<file path="src/rtl/imm_gen_pipe_if.sv">
// imm_gen_pipe_if
//   Bundles the decode-side request (in_val/in_rdy plus instruction, PC,
//   immediate type and pc_rel) and the execute-side response
//   (out_val/out_rdy plus imm, target, err, misalign) of imm_gen_pipe.
//   master: the side that issues requests and consumes results.
//   slave : the immediate generator itself.
interface imm_gen_pipe_if #(
    parameter int XLEN = 32
);
    logic            in_val;
    logic            in_rdy;
    logic [31:0]     inst;
    logic [XLEN-1:0] pc;
    logic [2:0]      imm_type;
    logic            pc_rel;
    logic            out_val;
    logic            out_rdy;
    logic [XLEN-1:0] imm;
    logic [XLEN-1:0] target;
    logic            err;
    logic            misalign;

    modport master (
        output in_val, inst, pc, imm_type, pc_rel, out_rdy,
        input  in_rdy, out_val, imm, target, err, misalign
    );

    modport slave (
        input  in_val, inst, pc, imm_type, pc_rel, out_rdy,
        output in_rdy, out_val, imm, target, err, misalign
    );
endinterface

</file>
<file path="src/rtl/imm_gen_pipe.sv">
// imm_gen_pipe
//   Decodes the I/S/J/B/U immediate of a TinyRV1 instruction, sign-extends
//   it to XLEN bits, optionally adds the PC, and carries the result through
//   STAGES elastic register stages (val/rdy handshake, collapsing bubbles).
//   Parameters:
//     XLEN   - datapath width of pc/imm/target (32 or 64)
//     STAGES - number of register stages (1..4) = latency in cycles
//   Ports:
//     clk   - clock, all state changes on the rising edge
//     rst   - synchronous active-high reset (clears valids and payloads)
//     flush - synchronous squash of every in-flight entry and of any input
//             handshake in the same cycle
//     bus   - imm_gen_pipe_if slave: request in, result out
module imm_gen_pipe #(
    parameter int XLEN   = 32,
    parameter int STAGES = 1
) (
    input  logic          clk,
    input  logic          rst,
    input  logic          flush,
    imm_gen_pipe_if.slave bus
);
    // Payload layout: {imm, target, err, misalign}
    localparam int PW = 2 * XLEN + 2;

    localparam logic [2:0] IMM_I = 3'd0;
    localparam logic [2:0] IMM_S = 3'd1;
    localparam logic [2:0] IMM_J = 3'd2;
    localparam logic [2:0] IMM_B = 3'd3;
    localparam logic [2:0] IMM_U = 3'd4;

    logic [31:0]     imm32;
    logic [XLEN-1:0] imm_c;
    logic [XLEN-1:0] target_c;
    logic            err_c;
    logic            misalign_c;
    logic [PW-1:0]   in_pay;

    // The opcode field does not influence the immediate.
    logic unused_opcode;
    assign unused_opcode = ^bus.inst[6:0];

    // Every format is first assembled as a 32-bit signed value; the final
    // widening to XLEN is a plain sign extension.
    always_comb begin
        imm32 = '0;
        err_c = 1'b0;
        case (bus.imm_type)
            IMM_I:   imm32 = {{20{bus.inst[31]}}, bus.inst[31:20]};
            IMM_S:   imm32 = {{20{bus.inst[31]}}, bus.inst[31:25], bus.inst[11:7]};
            IMM_J:   imm32 = {{11{bus.inst[31]}}, bus.inst[31], bus.inst[19:12],
                              bus.inst[20], bus.inst[30:21], 1'b0};
            IMM_B:   imm32 = {{19{bus.inst[31]}}, bus.inst[31], bus.inst[7],
                              bus.inst[30:25], bus.inst[11:8], 1'b0};
            IMM_U:   imm32 = {bus.inst[31:12], 12'b0};
            default: err_c = 1'b1;  // illegal type: imm stays 0
        endcase
        imm_c      = XLEN'($signed(imm32));
        // Modulo-2^XLEN add; an illegal type yields pc (or 0) since imm_c=0.
        target_c   = bus.pc_rel ? (bus.pc + imm_c) : imm_c;
        misalign_c = ((bus.imm_type == IMM_J) || (bus.imm_type == IMM_B)) &&
                     bus.pc_rel && (target_c[1:0] != 2'b00);
    end

    assign in_pay = {imm_c, target_c, err_c, misalign_c};

    // ld[k]: stage k captures on this edge. ld[STAGES] is the consumer's
    // acceptance, so the ready chain runs combinationally from out_rdy
    // back to in_rdy.
    logic [STAGES:0]   ld;
    logic [STAGES-1:0] stage_val;
    logic [PW-1:0]     stage_pay [STAGES];

    always_comb begin
        ld         = '0;
        ld[STAGES] = bus.out_rdy;
        for (int k = STAGES - 1; k >= 0; k--) begin
            ld[k] = !stage_val[k] || ld[k + 1];
        end
    end

    genvar gi;
    generate
        for (gi = 0; gi < STAGES; gi++) begin : g_stage
            logic          val_reg;
            logic [PW-1:0] pay_reg;
            logic          src_val;
            logic [PW-1:0] src_pay;

            if (gi == 0) begin : g_src_in
                assign src_val = bus.in_val;
                assign src_pay = in_pay;
            end else begin : g_src_prev
                assign src_val = stage_val[gi - 1];
                assign src_pay = stage_pay[gi - 1];
            end

            always_ff @(posedge clk) begin
                if (rst) begin
                    val_reg <= 1'b0;
                    pay_reg <= '0;
                end else if (flush) begin
                    val_reg <= 1'b0;
                end else if (ld[gi]) begin
                    val_reg <= src_val;
                    // Bubbles move without disturbing the held payload.
                    if (src_val) begin
                        pay_reg <= src_pay;
                    end
                end
            end

            assign stage_val[gi] = val_reg;
            assign stage_pay[gi] = pay_reg;
        end
    endgenerate

    // flush deliberately does not gate in_rdy; the squash happens in the
    // stage registers instead.
    assign bus.in_rdy  = ld[0];
    assign bus.out_val = stage_val[STAGES - 1];
    assign {bus.imm, bus.target, bus.err, bus.misalign} = stage_pay[STAGES - 1];
endmodule
</file>
<file path="src/flat_wrapper.sv">
// flat-port wrapper written by rule: the top's interface ports become plain ports
module imm_gen_pipe_flat 
#(
    parameter int XLEN   = 32,
    parameter int STAGES = 1
)
  (clk, rst, flush, bus_in_val, bus_inst, bus_pc, bus_imm_type, bus_pc_rel, bus_out_rdy, bus_in_rdy, bus_out_val, bus_imm, bus_target, bus_err, bus_misalign);
  imm_gen_pipe_if #(.XLEN(XLEN)) bus_i ();
  input  logic clk;
  input  logic rst;
  input  logic flush;
  input wire logic [$bits(bus_i.in_val)-1:0] bus_in_val;
  input wire logic [$bits(bus_i.inst)-1:0] bus_inst;
  input wire logic [$bits(bus_i.pc)-1:0] bus_pc;
  input wire logic [$bits(bus_i.imm_type)-1:0] bus_imm_type;
  input wire logic [$bits(bus_i.pc_rel)-1:0] bus_pc_rel;
  input wire logic [$bits(bus_i.out_rdy)-1:0] bus_out_rdy;
  output wire logic [$bits(bus_i.in_rdy)-1:0] bus_in_rdy;
  output wire logic [$bits(bus_i.out_val)-1:0] bus_out_val;
  output wire logic [$bits(bus_i.imm)-1:0] bus_imm;
  output wire logic [$bits(bus_i.target)-1:0] bus_target;
  output wire logic [$bits(bus_i.err)-1:0] bus_err;
  output wire logic [$bits(bus_i.misalign)-1:0] bus_misalign;
  assign bus_i.in_val = bus_in_val;
  assign bus_i.inst = bus_inst;
  assign bus_i.pc = bus_pc;
  assign bus_i.imm_type = bus_imm_type;
  assign bus_i.pc_rel = bus_pc_rel;
  assign bus_i.out_rdy = bus_out_rdy;
  assign bus_in_rdy = bus_i.in_rdy;
  assign bus_out_val = bus_i.out_val;
  assign bus_imm = bus_i.imm;
  assign bus_target = bus_i.target;
  assign bus_err = bus_i.err;
  assign bus_misalign = bus_i.misalign;
  imm_gen_pipe #(.XLEN(XLEN), .STAGES(STAGES)) u_core (.clk(clk), .rst(rst), .flush(flush), .bus(bus_i));
endmodule
</file>
<file path="config.mk">
export PLATFORM = sky130hd
export DESIGN_NAME = imm_gen_pipe_flat
export DESIGN_NICKNAME = d
export VERILOG_FILES = /design/src/rtl/imm_gen_pipe_if.sv /design/src/rtl/imm_gen_pipe.sv /design/src/flat_wrapper.sv
export SDC_FILE = /design/constraint.sdc
export NUM_CORES = 1
export LEC_CHECK = 0
export BUFFER_PORTS_ARGS = -buffer_cell sky130_fd_sc_hd__buf_2
export CAP_MARGIN = 30
export CORE_ASPECT_RATIO = 0.7
export CORE_MARGIN = 2
export CORE_UTILIZATION = 48
export CTS_BUF_LIST = sky130_fd_sc_hd__clkbuf_4 sky130_fd_sc_hd__clkbuf_8
export DETAILED_ROUTE_END_ITERATION = 12
export GPL_ROUTABILITY_DRIVEN = 0
export PLACE_DENSITY = 0.76
export SYNTH_ARGS = -nofsm -noshare
export SYNTH_HDL_FRONTEND = slang
export SYNTH_SLANG_ARGS = --single-unit
</file>
<file path="constraint.sdc">
create_clock -name clk -period 10.2 [get_ports clk]
set_input_delay 1.53 -clock clk [delete_from_list [all_inputs] [get_ports clk]]
set_output_delay 1.53 -clock clk [all_outputs]
set_load 0.005 [all_outputs]
</file>
==> reports/metrics.sh, run 1 <==
NETLIST-CELL-TYPE-COUNT=59
LAYOUT_COMMONEST_CELL='buf_2'
POWER_PER_CELL_AREA_nW_PER_UM2=135
CLKSLEWWORSTSETUPHOLDPATHS_NS=0.08
PLACEMENT_ROWS=29
GRT_SETUP_UNREPAIRED='no'
RUN_STATUS='finished, final reports clean'
COUNT_OF_FLIP_FLOPS_WITH_A_BUILT_IN_ENABLE_AFTER_SYNTHESIS=0
AREA_GROWTH_PCT=20.2
DRT_PASS1_ITERATIONS=5
MAX_FREQ_MHz=183
TIMING_HOLD_VIOLATIONS_FINAL=0
DRT-VIAS-PER-INSTANCE=5.77
REGTOREGSETUPSLACK_NS=8.13
TOTALNEGATIVESETUPSLACK_NS=0
SETUP.WORST_PATH.END_CLASS='flip-flop'
ROUTE.DETAILED.WL_PER_INST_UM=16.7
TIMING.CRITICAL_PATH.CELLS='buf_2 -> nor2b_1 -> a21boi_1 -> a21oi_1 -> inv_1 -> ha_1 -> a211oi_1 -> nor2_1 -> o41ai_1 -> o21a_1 -> o31ai_1 -> and4_1 -> or3_1 -> a31oi_1 -> nor3_1'
IO_BUFFER_COUNT=133
POST_ROUTE_CELLS_DRIVE_ABOVE_1_SHARE=0.233
DPL.HPWL_UM=10300
GRT_PASS1_VIAS=4363
P_LEAK_nW=2.61
WORST_VDD_DROP_mV=0.0769
FINCLKSKEW_NS=0.00726
SEQUENTIAL_AREA_SHARE_AFTER_SYNTHESIS=0.296
SYN-INSTANCE-COUNT=596
DRT-TOTAL-WL_UM=13900
NUMCTSBUFFERS=9
WORST_HOLD_PATH.ENDPOINT='u_core.g_stage[0].pay_reg[41]'
YS_ASYNC_SR_FRACTION=0
MOSTFREQUENTLAYOUTCELLS='133 x buf_2, 82 x nor2_1, 71 x a21oi_1, 67 x dfxtp_1, 51 x nand2_1'
ANTENNA_VIOLATIONS_BEFORE_REPAIR=0
FINAL.MIN_CLOCK_PERIOD_NS=5.45
SYN_NETS=701
DESIGN.FINAL.NETS=812
SYN-MEAN-INSTANCE-AREA_UM2=7.59
HTREE_NUM_LEVELS=3
CP_SLOWEST_CELL='a21boi_1'
GRT_PASS1_WL_UM=22000
COUNT_OF_MAXIMUM_CAPACITANCE_VIOLATIONS=0
R2R.WORST_PATH.CELLS=6
CTS.REPAIR_TIMING.SETUP_BUFFER_COUNT=0
HOLD_PATH_STARTPOINT='u_core.g_stage[0].pay_reg[41]'
TIMING_WORST_SETUP_PATH_TYPE='in -> reg'
TIMING_MAX_TRANSITION_VIOLATIONS_FINAL=0
HOLDCRITPATHCLASS='reg -> reg'
YOSYS_MOST_USED_DFF='dfxtp_1'
FINALSETUPVIOLATIONS=0
INITIALDRTVIOLATIONCOUNT=362
CLOCK-ROOT-BUFFER='clkbuf_8'
TRITONCTS='built'
FLOORPLAN.DIE.HEIGHT_UM=85.2
MAPPED_AREA_UM2=4520
CRITPATHARRIVALTIME_NS=5.67
INSERTION_DELAY_OF_THE_LATER_CLOCKED_PIN_IN_THE_WORST_SKEW_PAIR_NS=0.36
ANT_NETS=0
NUM_VIAS=4824
BOUNDARYPINS=141
TIMING.FINAL.CRIT_SHARE=0.534
DIE_W_UM=120
POST_CTS_RESIZED=0
CP_DATA_REQUIRED_TIME_NS=10.42
CTS.SINK_COUNT=67
WORSTHOLDPATHCELLS=2
CTS_HOLD_REPAIR.BUFFERS=0
YS_WARN_COUNT=0
TIGHTESTPINTRANSITION_NS=0.940
INITIAL_CORE_UTIL=0.497
RR_STARTPOINT='u_core.bus.out_val'
GR-USAGE-ALL-LAYERS=0.272
DIEAREA_UM2=10200
LAYOUTNONFILLERINSTCOUNT=836
CTS-ROOT-TO-SINK-BUFFERS=2
LARGEST_REG_FLOPS=66
CRITPATHLAUNCHTYPE='primary input'
CRITICAL_PATH.MAX_STAGE_DELAY_NS=0.74
ANTENNA_CELLS=0
YS_SEQ_ELEMENTS=67
GRT_START_MAX_NET_PINS=99
PLACE.DETAILED.INSTANCES=820
CRITICAL_PATH.MAX_FANOUT=20
DRC_ERRORS=0
TIMING.RR.END='u_core.g_stage[0].pay_reg[29]'
SLEW-LIMIT-HEADROOM=0.373
FP.COREAREA_UM2=9110
OVERFLOW_AFTER_GRT=0
-- cells in the mapped netlist (all sizes together) (3+ instances only) --
library cell   n  area share
a211o          3      0.0061
a21oi         72       0.080
mux2i         13       0.029
or3            3      0.0041
o21bai         3      0.0050
nor3b          3      0.0061
nand2b         6      0.0083
clkbuf        35       0.029
o21ai         27       0.031
inv           26       0.022
nor2b          8       0.011
xnor2         15       0.029
ha            31       0.086
xor2          10       0.019
o2111ai        3      0.0058
nand3          3      0.0033
o211ai         8       0.013
nand2         51       0.042
nor2          82       0.068
nor3          24       0.027
buf            4      0.0053
a211oi        38       0.064
a21o          15       0.025
o21a           3      0.0050
dfxtp         67        0.30
and2           3      0.0041
a31oi         11       0.015
-- per-stage QoR --
stage	total power [mW]	worst slack, ns	area, µm²	hold slack, ns	util
final	0.736	4.75	5440	0.453	0.597
after global routing	0.778	4.50	5440	0.473	0.597
after CTS	0.738	4.90	5440	0.455	0.597
after detailed placement	0.508	4.51	5240	0.445	0.575
after global placement	0.501	4.53	5240	0.444	0.575
after floorplan	0.442	5.62	4520	0.453	-
-- how the worst max path moves through the flow --
stage                          startpoint                            end  slack [ns]  depth (start not counted)
final                     bus_imm_type[2]  u_core.g_stage[0].pay_reg[32]        4.75                         15
after global routing      bus_imm_type[2]  u_core.g_stage[0].pay_reg[32]        4.50                         15
after CTS                 bus_imm_type[2]  u_core.g_stage[0].pay_reg[26]        4.90                         15
after detailed placement  bus_imm_type[2]  u_core.g_stage[0].pay_reg[32]        4.51                         15
after global placement    bus_imm_type[2]  u_core.g_stage[0].pay_reg[32]        4.53                         15
after floorplan           bus_imm_type[0]  u_core.g_stage[0].pay_reg[26]        5.62                         15
-- cell type report --
| class | instances | area [µm²] |
|---|---|---|
| fillers | 881 | 3670 |
| multi-input cells | 464 | 2930 |
| flip-flops and latches | 67 | 1340 |
| repair buffers | 139 | 711 |
| well taps | 124 | 155 |
| clock buffers | 11 | 145 |
| inverters | 26 | 97.6 |
| clock inverters | 5 | 52.6 |
-- routing by layer --
metal,wire (µm),global-route usage,vias to the layer above
met4,220,0.0813,0
met3,1270,0.0746,25
met1,6620,0.391,2233
met5,0,0,-
li1,-,-,2358
met2,5820,0.396,208
-- cells by family after synthesis --
family,count (synthesis),synth area share
DFF,67,0.296
and+or+nand+nor,192,0.188
adders and majority gates,32,0.0902
muxes,13,0.0288
xor gates and xnor gates,25,0.0484
buffers and inverters,65,0.0561
AOI/OAI and AO/OA,202,0.292
-- power breakdown --
part           internal [mW]  switching, mW
clock network          0.121          0.109
logic                 0.0914          0.129
registers              0.277        0.00818
-- critical path, delay by kind of cell --
kind	cells	cell delay [ns]
adders and majority gates	1	0.32
AOI/OAI and AO/OA	7	2.06
buffers and inverters	2	0.32
and+or+nand+nor	5	1.44
Note: power is estimated with default switching activity, not from simulation.
==> run 2, diff against run 1 <==
- ABC_AREA: default -> 1
- clock period: 10.2 -> 4.7 ns (I/O delays scaled with it)
==> run 2 against run 1 <==
Compared with the run above:
- first-iteration DRC count increased by 88%
- sequential cell count stayed put
- register-to-register slack worse by 5.1 ns
- sequential share of layout area decreased by 4.1 points
- final cell count rose by 47%
- critical path depth grew 1
- clock power grew to 2.7 times the previous value
- via count up 30%
- critical path type unchanged
==> reports/metrics.sh, run 2 <==
TIMING_HOLD_VIOLATIONS_FINAL=0  # unchanged
DRT_PASS1_ITERATIONS=5  # unchanged
COUNT_OF_FLIP_FLOPS_WITH_A_BUILT_IN_ENABLE_AFTER_SYNTHESIS=0  # unchanged
DRC_ERRORS=0  # unchanged
INSERTION_DELAY_OF_THE_LATER_CLOCKED_PIN_IN_THE_WORST_SKEW_PAIR_NS=0.35  # about the same
RR_STARTPOINT='u_core.bus.out_val'
CRITPATHARRIVALTIME_NS=3.47  # -2.20 ns
ANTENNA_VIOLATIONS_BEFORE_REPAIR=0  # unchanged
FINAL.MIN_CLOCK_PERIOD_NS=3.22
HOLD_PATH_STARTPOINT='u_core.g_stage[0].pay_reg[20]'
SYNTH.MOST_COMMON_CELL='nand2_1'
LAYOUT.CORE_UTILIZATION=0.586  # -0.0105
POST_ROUTE_CELLS_DRIVE_ABOVE_1_SHARE=0.205  # -0.0285
FP.COREAREA_UM2=11100  # +22%
AREA_GROWTH_PCT=18.0
SEQUENTIAL_AREA_SHARE_AFTER_SYNTHESIS=0.242  # -0.0541
CTS-ROOT-TO-SINK-BUFFERS=2  # unchanged
DESIGN.FINAL.NETS=1175  # +45%
YS_ASYNC_SR_FRACTION=0  # unchanged
YS_WARN_COUNT=0  # unchanged
DPL.HPWL_UM=14700  # +42%
POST_CTS_RESIZED=0  # unchanged
CTS.SINK_COUNT=67  # unchanged
INITIAL_CORE_UTIL=0.497  # about the same
COUNT_OF_MAXIMUM_CAPACITANCE_VIOLATIONS=0  # unchanged
GRT_SETUP_UNREPAIRED='no'
YOSYS_MOST_USED_DFF='dfxtp_1'
SYNTH_TOP_CELLS_BY_AREA='dfxtp_1 24%, nand2_1 19%, inv_1 11%'
ROUTE.LAYER.MET1.WL_UM=8840  # +33%
YS_SEQ_ELEMENTS=67  # unchanged
SYN-INSTANCE-COUNT=952  # +60%
TRITONCTS='built'
SYN_NETS=1057  # +51%
TOTALNEGATIVESETUPSLACK_NS=0  # unchanged
FINALSETUPVIOLATIONS=0  # unchanged
NUM_VIAS=6276  # +30%
INT_PWR_mW=1.16  # +140%
CRITPATHLAUNCHTYPE='primary input'
MET3_LENGTH_UM=2160  # +70%
MAPPED_AREA_UM2=5530  # +22%
MAX_FREQ_MHz=311
OVERFLOW_AFTER_GRT=0  # unchanged
BOUNDARYPINS=141  # unchanged
NETSWITCHINGFRACTION=0.361  # +0.0264
LARGEST_REG_FLOPS=66  # unchanged
HOLD_SLACK_NS=0.465  # +0.0118 ns
NUMCTSBUFFERS=9  # unchanged
WORST_VDD_DROP_mV=0.160  # +110%
POWER.SWITCHING_mW=0.655  # +170%
CRITICAL_PATH.MAX_FANOUT=12  # -40%
CLOCK_POWER_SHARE=0.337  # +0.025
PLACEMENT_ROWS=32  # +10%
FINCLKSKEW_NS=0.0115  # +0.00420 ns
SYNTH_COMMON_CELLS='284 x nand2_1, 157 x inv_1, 95 x nor2_1'
TIGHTESTPINTRANSITION_NS=0.971  # +0.0311 ns
ANTENNA_CELLS=0  # unchanged
POWER.SHARE.SEQUENTIAL=0.343  # -0.045
LAYOUT_COMMONEST_CELL='nand2_1'
SLEW-LIMIT-HEADROOM=0.352  # -0.0215
TIMING_MAX_TRANSITION_VIOLATIONS_FINAL=0  # unchanged
GRT_PASS1_VIAS=5536  # +27%
TIMING_WORST_SETUP_PATH_TYPE='in -> reg'
GRT_START_MAX_NET_PINS=58  # -41%
TIMING.CRITICAL_PATH.FROM='bus_imm_type[2]'
SYNTH_LARGEST_AREA_CELL='dfxtp_1'
ROUTE.DETAILED.WL_PER_INST_UM=15.0  # -9.8%
DIEAREA_UM2=12400  # +21%
DR.MAX_LAYER_USED='met4'
YOSYS.AREA.TOP_TYPE_SHARE=0.242  # -0.0541
IO_BUFFER_COUNT=133  # unchanged
POWER_PER_CELL_AREA_nW_PER_UM2=278  # +110%
CTS.REPAIR_TIMING.SETUP_BUFFER_COUNT=0  # unchanged
CP_DATA_REQUIRED_TIME_NS=4.95  # -5.47 ns
ANT_NETS=0  # unchanged
SETUP.WORST_PATH.END_CLASS='flip-flop'
CTS_HOLD_REPAIR.BUFFERS=0  # unchanged
GR-USAGE-ALL-LAYERS=0.298  # +0.0266
METAL2_WL_UM=7050  # +21%
RUN_STATUS='finished, final reports clean'
FLOORPLAN.DIE.HEIGHT_UM=93.8  # +10%
TIMING.FINAL.CRIT_SHARE=0.684
HTREE_NUM_LEVELS=3  # unchanged
SYN-MEAN-INSTANCE-AREA_UM2=5.81  # -23%
NETLIST-CELL-TYPE-COUNT=35  # -41%
COMB_POWER_SHARE=0.320  # +0.020
DRT-TOTAL-WL_UM=18400  # +32%
HOLDCRITPATHCLASS='reg -> reg'
GRT_PASS1_WL_UM=28800  # +31%
P_LEAK_nW=3.90  # +50%
DRT-VIAS-PER-INSTANCE=5.11  # -11%
DIE_W_UM=132  # +10%
CLKSLEWWORSTSETUPHOLDPATHS_NS=0.08  # about the same
N_FILL_CELL=1169  # +33%
MOSTFREQUENTLAYOUTCELLS='283 x nand2_1, 156 x inv_1, 133 x buf_2, 95 x nor2_1'
INITIALDRTVIOLATIONCOUNT=680  # +88%
CLOCK-ROOT-BUFFER='clkbuf_8'
-- run 2: cell type report --
class | count | area, µm² | area share
Tap cell | 153 | 191 | 0.0293
Clock buffer | 9 | 124 | 0.0190
Clock inverter | 7 | 123 | 0.0188
Sequential cell | 67 | 1340 | 0.205
Multi-Input combinational cell | 678 | 3390 | 0.519
Inverter | 177 | 664 | 0.102
Timing Repair Buffer | 137 | 696 | 0.107
-- run 2: logic make-up after synthesis --
kind of cell             after synthesis  synth area share
XOR/XNOR                              15            0.0237
AO/OA/AOI/OAI                        160             0.158
buffers and inverters                207             0.146
AND/OR/NAND/NOR                      471             0.356
flip-flops                            67             0.242
adder cells (fa/ha/maj)               32            0.0737
-- run 2: power by group through the flow --
stage                     registers, mW  clock network, mW  logic [mW]
after floorplan                   0.637                  0       0.382
after global placement            0.634                  0       0.559
after detailed placement          0.635                  0       0.565
after CTS                         0.622              0.615       0.570
after global routing              0.626              0.643       0.647
final                             0.623              0.611       0.582
-- run 2: path summary, 6_finish.rpt --
| path | to | slack (ns) | cells after the start |
|---|---|---|---|
| min | u_core.g_stage[0].pay_reg[20] | 0.46 | 2 |
| max reg2reg | u_core.g_stage[0].pay_reg[0] | 2.99 | 10 |
| min reg2reg | u_core.g_stage[0].pay_reg[20] | 0.46 | 2 |
| max | u_core.g_stage[0].pay_reg[10] | 1.48 | 16 |
-- run 2: per-stage QoR --
step	area [µm²]	instances	setup slack, ns	power (mW)
finish	6530	1228	1.48	1.82
CTS	6530	1228	1.56	1.81
global placement	6280	1212	1.25	1.19
detailed placement	6280	1212	1.20	1.20
global route	6530	1228	1.35	1.92
floorplan	5530	952	2.01	1.02
-- run 2: worst max-delay path, cell delays in order --
cell and delay [ns]:
buf_2 0.18, nor2_2 0.29, nand3_1 0.11, o21ai_1 0.23, ha_1 0.30, inv_1 0.07
fa_1 0.35, inv_1 0.18, nand3_1 0.10, nand3_1 0.19, nand2_1 0.09, nand2_2 0.11
xnor2_1 0.20, o21ai_0 0.12, o21ai_0 0.16, inv_1 0.06
-- run 2: metal layers --
layer  up-vias  GRT usage
li1       3185          -
met1      2759      0.459
met2       302      0.417
met3        30     0.0529
met4         0     0.0842
met5         -          0
==> run 3, diff against run 2 <==
- PLACE_DENSITY: 0.76 -> 0.73
- clock period: 4.7 -> 3.15 ns (I/O delays scaled with it)
==> run 3 against run 2 <==
Compared with the run above:
- non-clock buffer count rose by 21
- global-route usage down 0.38 points
- final cell count up 1.7%
- critical path depth grew 3
- setup slack worse by 1.1 ns
- highest routed layer unchanged
==> reports/metrics.sh, run 3 (same netlist as run 2, synthesis figures left out) <==
POWER_PER_CELL_AREA_nW_PER_UM2=396  # +42%
BOUNDARYPINS=141  # unchanged
DETAILED_PLACE.AREA_UM2=6440  # +2.5%
TIMING_WORST_SETUP_PATH_TYPE='in -> reg'
SETUP.WORST_PATH.END_CLASS='flip-flop'
TOTALNEGATIVESETUPSLACK_NS=0  # unchanged
PRECTSSETUPSLACK_NS=0.144  # -1.06 ns
DRT_PASS1_ITERATIONS=5  # unchanged
CTS.SINK_COUNT=67  # unchanged
DRC_ERRORS=0  # unchanged
FLOORPLAN.DIE.HEIGHT_UM=93.8  # unchanged
NUMCTSBUFFERS=9  # unchanged
INSERTION_DELAY_OF_THE_LATER_CLOCKED_PIN_IN_THE_WORST_SKEW_PAIR_NS=0.34  # about the same
CLOCK-ROOT-BUFFER='clkbuf_8'
POST_CTS_RESIZED=0  # unchanged
WORST_VDD_DROP_mV=0.198  # +24%
DESIGN.FINAL.NETS=1196  # +1.8%
TIGHTESTPINTRANSITION_NS=0.902  # -0.0688 ns
DRT-TOTAL-WL_UM=18200  # -1.1%
NUM_VIAS=6300  # +0.38%
DPL.HPWL_UM=14800  # +1.1%
RR_STARTPOINT='u_core.bus.out_val'
LARGEST_REG_FLOPS=66  # unchanged
MAX_FREQ_MHz=366
OVERFLOW_AFTER_GRT=0  # unchanged
CTS-ROOT-TO-SINK-BUFFERS=2  # unchanged
TIMING.RR.END='u_core.g_stage[0].pay_reg[0]'
INITIALDRTVIOLATIONCOUNT=603  # -11%
GRT_PASS1_WL_UM=28500  # -0.79%
TIMING.FINAL.CRIT_SHARE=0.867
ROUTE.DETAILED.WL_PER_INST_UM=14.6  # -2.8%
CRITICAL_PATH.MAX_FANOUT=6  # -6
TIMING.CRITICAL_PATH.FROM='bus_imm_type[1]'
NETSWITCHINGFRACTION=0.360  # -0.000687
GRT_SETUP_UNREPAIRED='no'
SLEW-LIMIT-HEADROOM=0.398  # +0.0459
HTREE_NUM_LEVELS=3  # unchanged
HOLD_PATH_STARTPOINT='flush'
CP_DATA_REQUIRED_TIME_NS=3.36  # -1.59 ns
AREA_GROWTH_PCT=20.4
FINCLKSKEW_NS=0.00867  # -0.00278 ns
IO_BUFFER_COUNT=133  # unchanged
TRITONCTS='built'
WORSTHOLDPATHCELLS=2  # unchanged
CTS.REPAIR_TIMING.SETUP_BUFFER_COUNT=0  # unchanged
R2R.WORST_PATH.CELLS=10  # unchanged
DRT-VIAS-PER-INSTANCE=5.04  # -1.3%
MOSTFREQUENTLAYOUTCELLS='283 x nand2_1, 156 x inv_1, 133 x buf_2, 95 x nor2_1'
CLKSLEWWORSTSETUPHOLDPATHS_NS=0.08  # about the same
FINISH.INSTANCE_AREA_UM2=6660  # +2.1%
FINALSETUPVIOLATIONS=0  # unchanged
ANTENNA_VIOLATIONS_BEFORE_REPAIR=1  # +1
LAYOUT_COMMONEST_CELL='nand2_1'
ANTENNA_CELLS=0  # unchanged
P_LEAK_nW=4.00  # +2.7%
DIE_W_UM=132  # unchanged
WORST_HOLD_PATH.ENDPOINT='u_core.bus.out_val'
TIMING_MAX_TRANSITION_VIOLATIONS_FINAL=0  # unchanged
GRT_PASS1_VIAS=5375  # -2.9%
FINAL.MIN_CLOCK_PERIOD_NS=2.73
POST_ROUTE_CELLS_DRIVE_ABOVE_1_SHARE=0.220  # +0.0152
PLACEMENT_ROWS=32  # unchanged
POWER.SHARE.SEQUENTIAL=0.352  # +0.009
INT_PWR_mW=1.69  # +46%
GR-USAGE-ALL-LAYERS=0.295  # -0.00376
REGTOREGSETUPSLACK_NS=1.48  # -1.51 ns
TIMING_HOLD_VIOLATIONS_FINAL=0  # unchanged
CRITPATHARRIVALTIME_NS=2.94  # -0.53 ns
SETUP_WS_NS=0.419  # -1.06 ns
COUNT_OF_MAXIMUM_CAPACITANCE_VIOLATIONS=0  # unchanged
HOLDCRITPATHCLASS='in -> reg'
ANT_NETS=0  # unchanged
CTS_HOLD_REPAIR.BUFFERS=0  # unchanged
GRT_START_MAX_NET_PINS=58  # unchanged
DIEAREA_UM2=12400  # unchanged
CLOCK_POWER_SHARE=0.311  # -0.026
RUN_STATUS='finished, final reports clean'
INITIAL_CORE_UTIL=0.497  # unchanged
POWER.SWITCHING_mW=0.951  # +45%
COMB_POWER_SHARE=0.337  # +0.017
CRITPATHLAUNCHTYPE='primary input'
FP.COREAREA_UM2=11100  # unchanged
run 3: cell types whose count changed in the layout (fill, tap and decap cells not counted), sizes merged:
cell      before  now
clkinvlp       2    0
bufinv         3    2
clkinv         1    4
inv          178  177
buf          137  158
clkbuf         9   10
run 3: critical path, cell delays in order:
cell     delay, ns
buf_2         0.12
buf_4         0.16
nand3_1       0.13
o21ai_0       0.10
nor3_1        0.30
inv_1         0.17
ha_1          0.38
nand2_1       0.14
inv_2         0.05
nand2_1       0.11
inv_2         0.05
a21oi_1       0.17
nand2_2       0.11
nand2_1       0.09
nand2_1       0.05
nand2_1       0.05
nand3_1       0.14
nand2_1       0.10
a21oi_1       0.06
run 3: through the flow:
step / util / instances / power, mW / hold WS, ns
6_report: 0.599 / 1249 / 2.64 / 0.291
5_1_grt: 0.599 / 1249 / 2.80 / 0.284
4_1_cts: 0.599 / 1249 / 2.63 / 0.287
3_5_place_dp: 0.578 / 1233 / 1.82 / 0.452
3_3_place_gp: 0.578 / 1233 / 1.81 / 0.453
2_1_floorplan: - / 952 / 1.52 / 0.461
run 3: worst max path at each step:
stage                                               end  slack (ns)  depth (start not counted)
final                     u_core.g_stage[0].pay_reg[32]        0.42                         19
after global routing      u_core.g_stage[0].pay_reg[18]        0.18                         18
after CTS                 u_core.g_stage[0].pay_reg[18]        0.49                         17
after detailed placement  u_core.g_stage[0].pay_reg[32]        0.14                         19
after global placement    u_core.g_stage[0].pay_reg[18]        0.17                         17
after floorplan           u_core.g_stage[0].pay_reg[18]        0.69                         16
run 3: area by class of cell:
cell class / instances / area (µm²)
well taps: 153 / 191
clock inverters: 6 / 87.6
flip-flops and latches: 67 / 1340
inverters: 177 / 664
multi-input cells: 678 / 3390
repair buffers: 158 / 853
fillers: 1147 / 4470
clock buffers: 10 / 138
run 3: layer usage:
metal,track usage,vias up,part of all wire
li1,-,3231,-
met1,0.479,2759,0.49
met2,0.393,298,0.37
met3,0.0534,12,0.13
met4,0.0493,0,0.0069
met5,0,-,0
run 3: power by group through the flow:
stage                     combinational [mW]  sequential (mW)  clock, mW
after floorplan                        0.570            0.951          0
after global placement                 0.861            0.948          0
after detailed placement               0.868            0.949          0
after CTS                              0.874            0.929      0.825
after global routing                   0.991            0.936      0.871
final                                  0.890            0.930      0.822
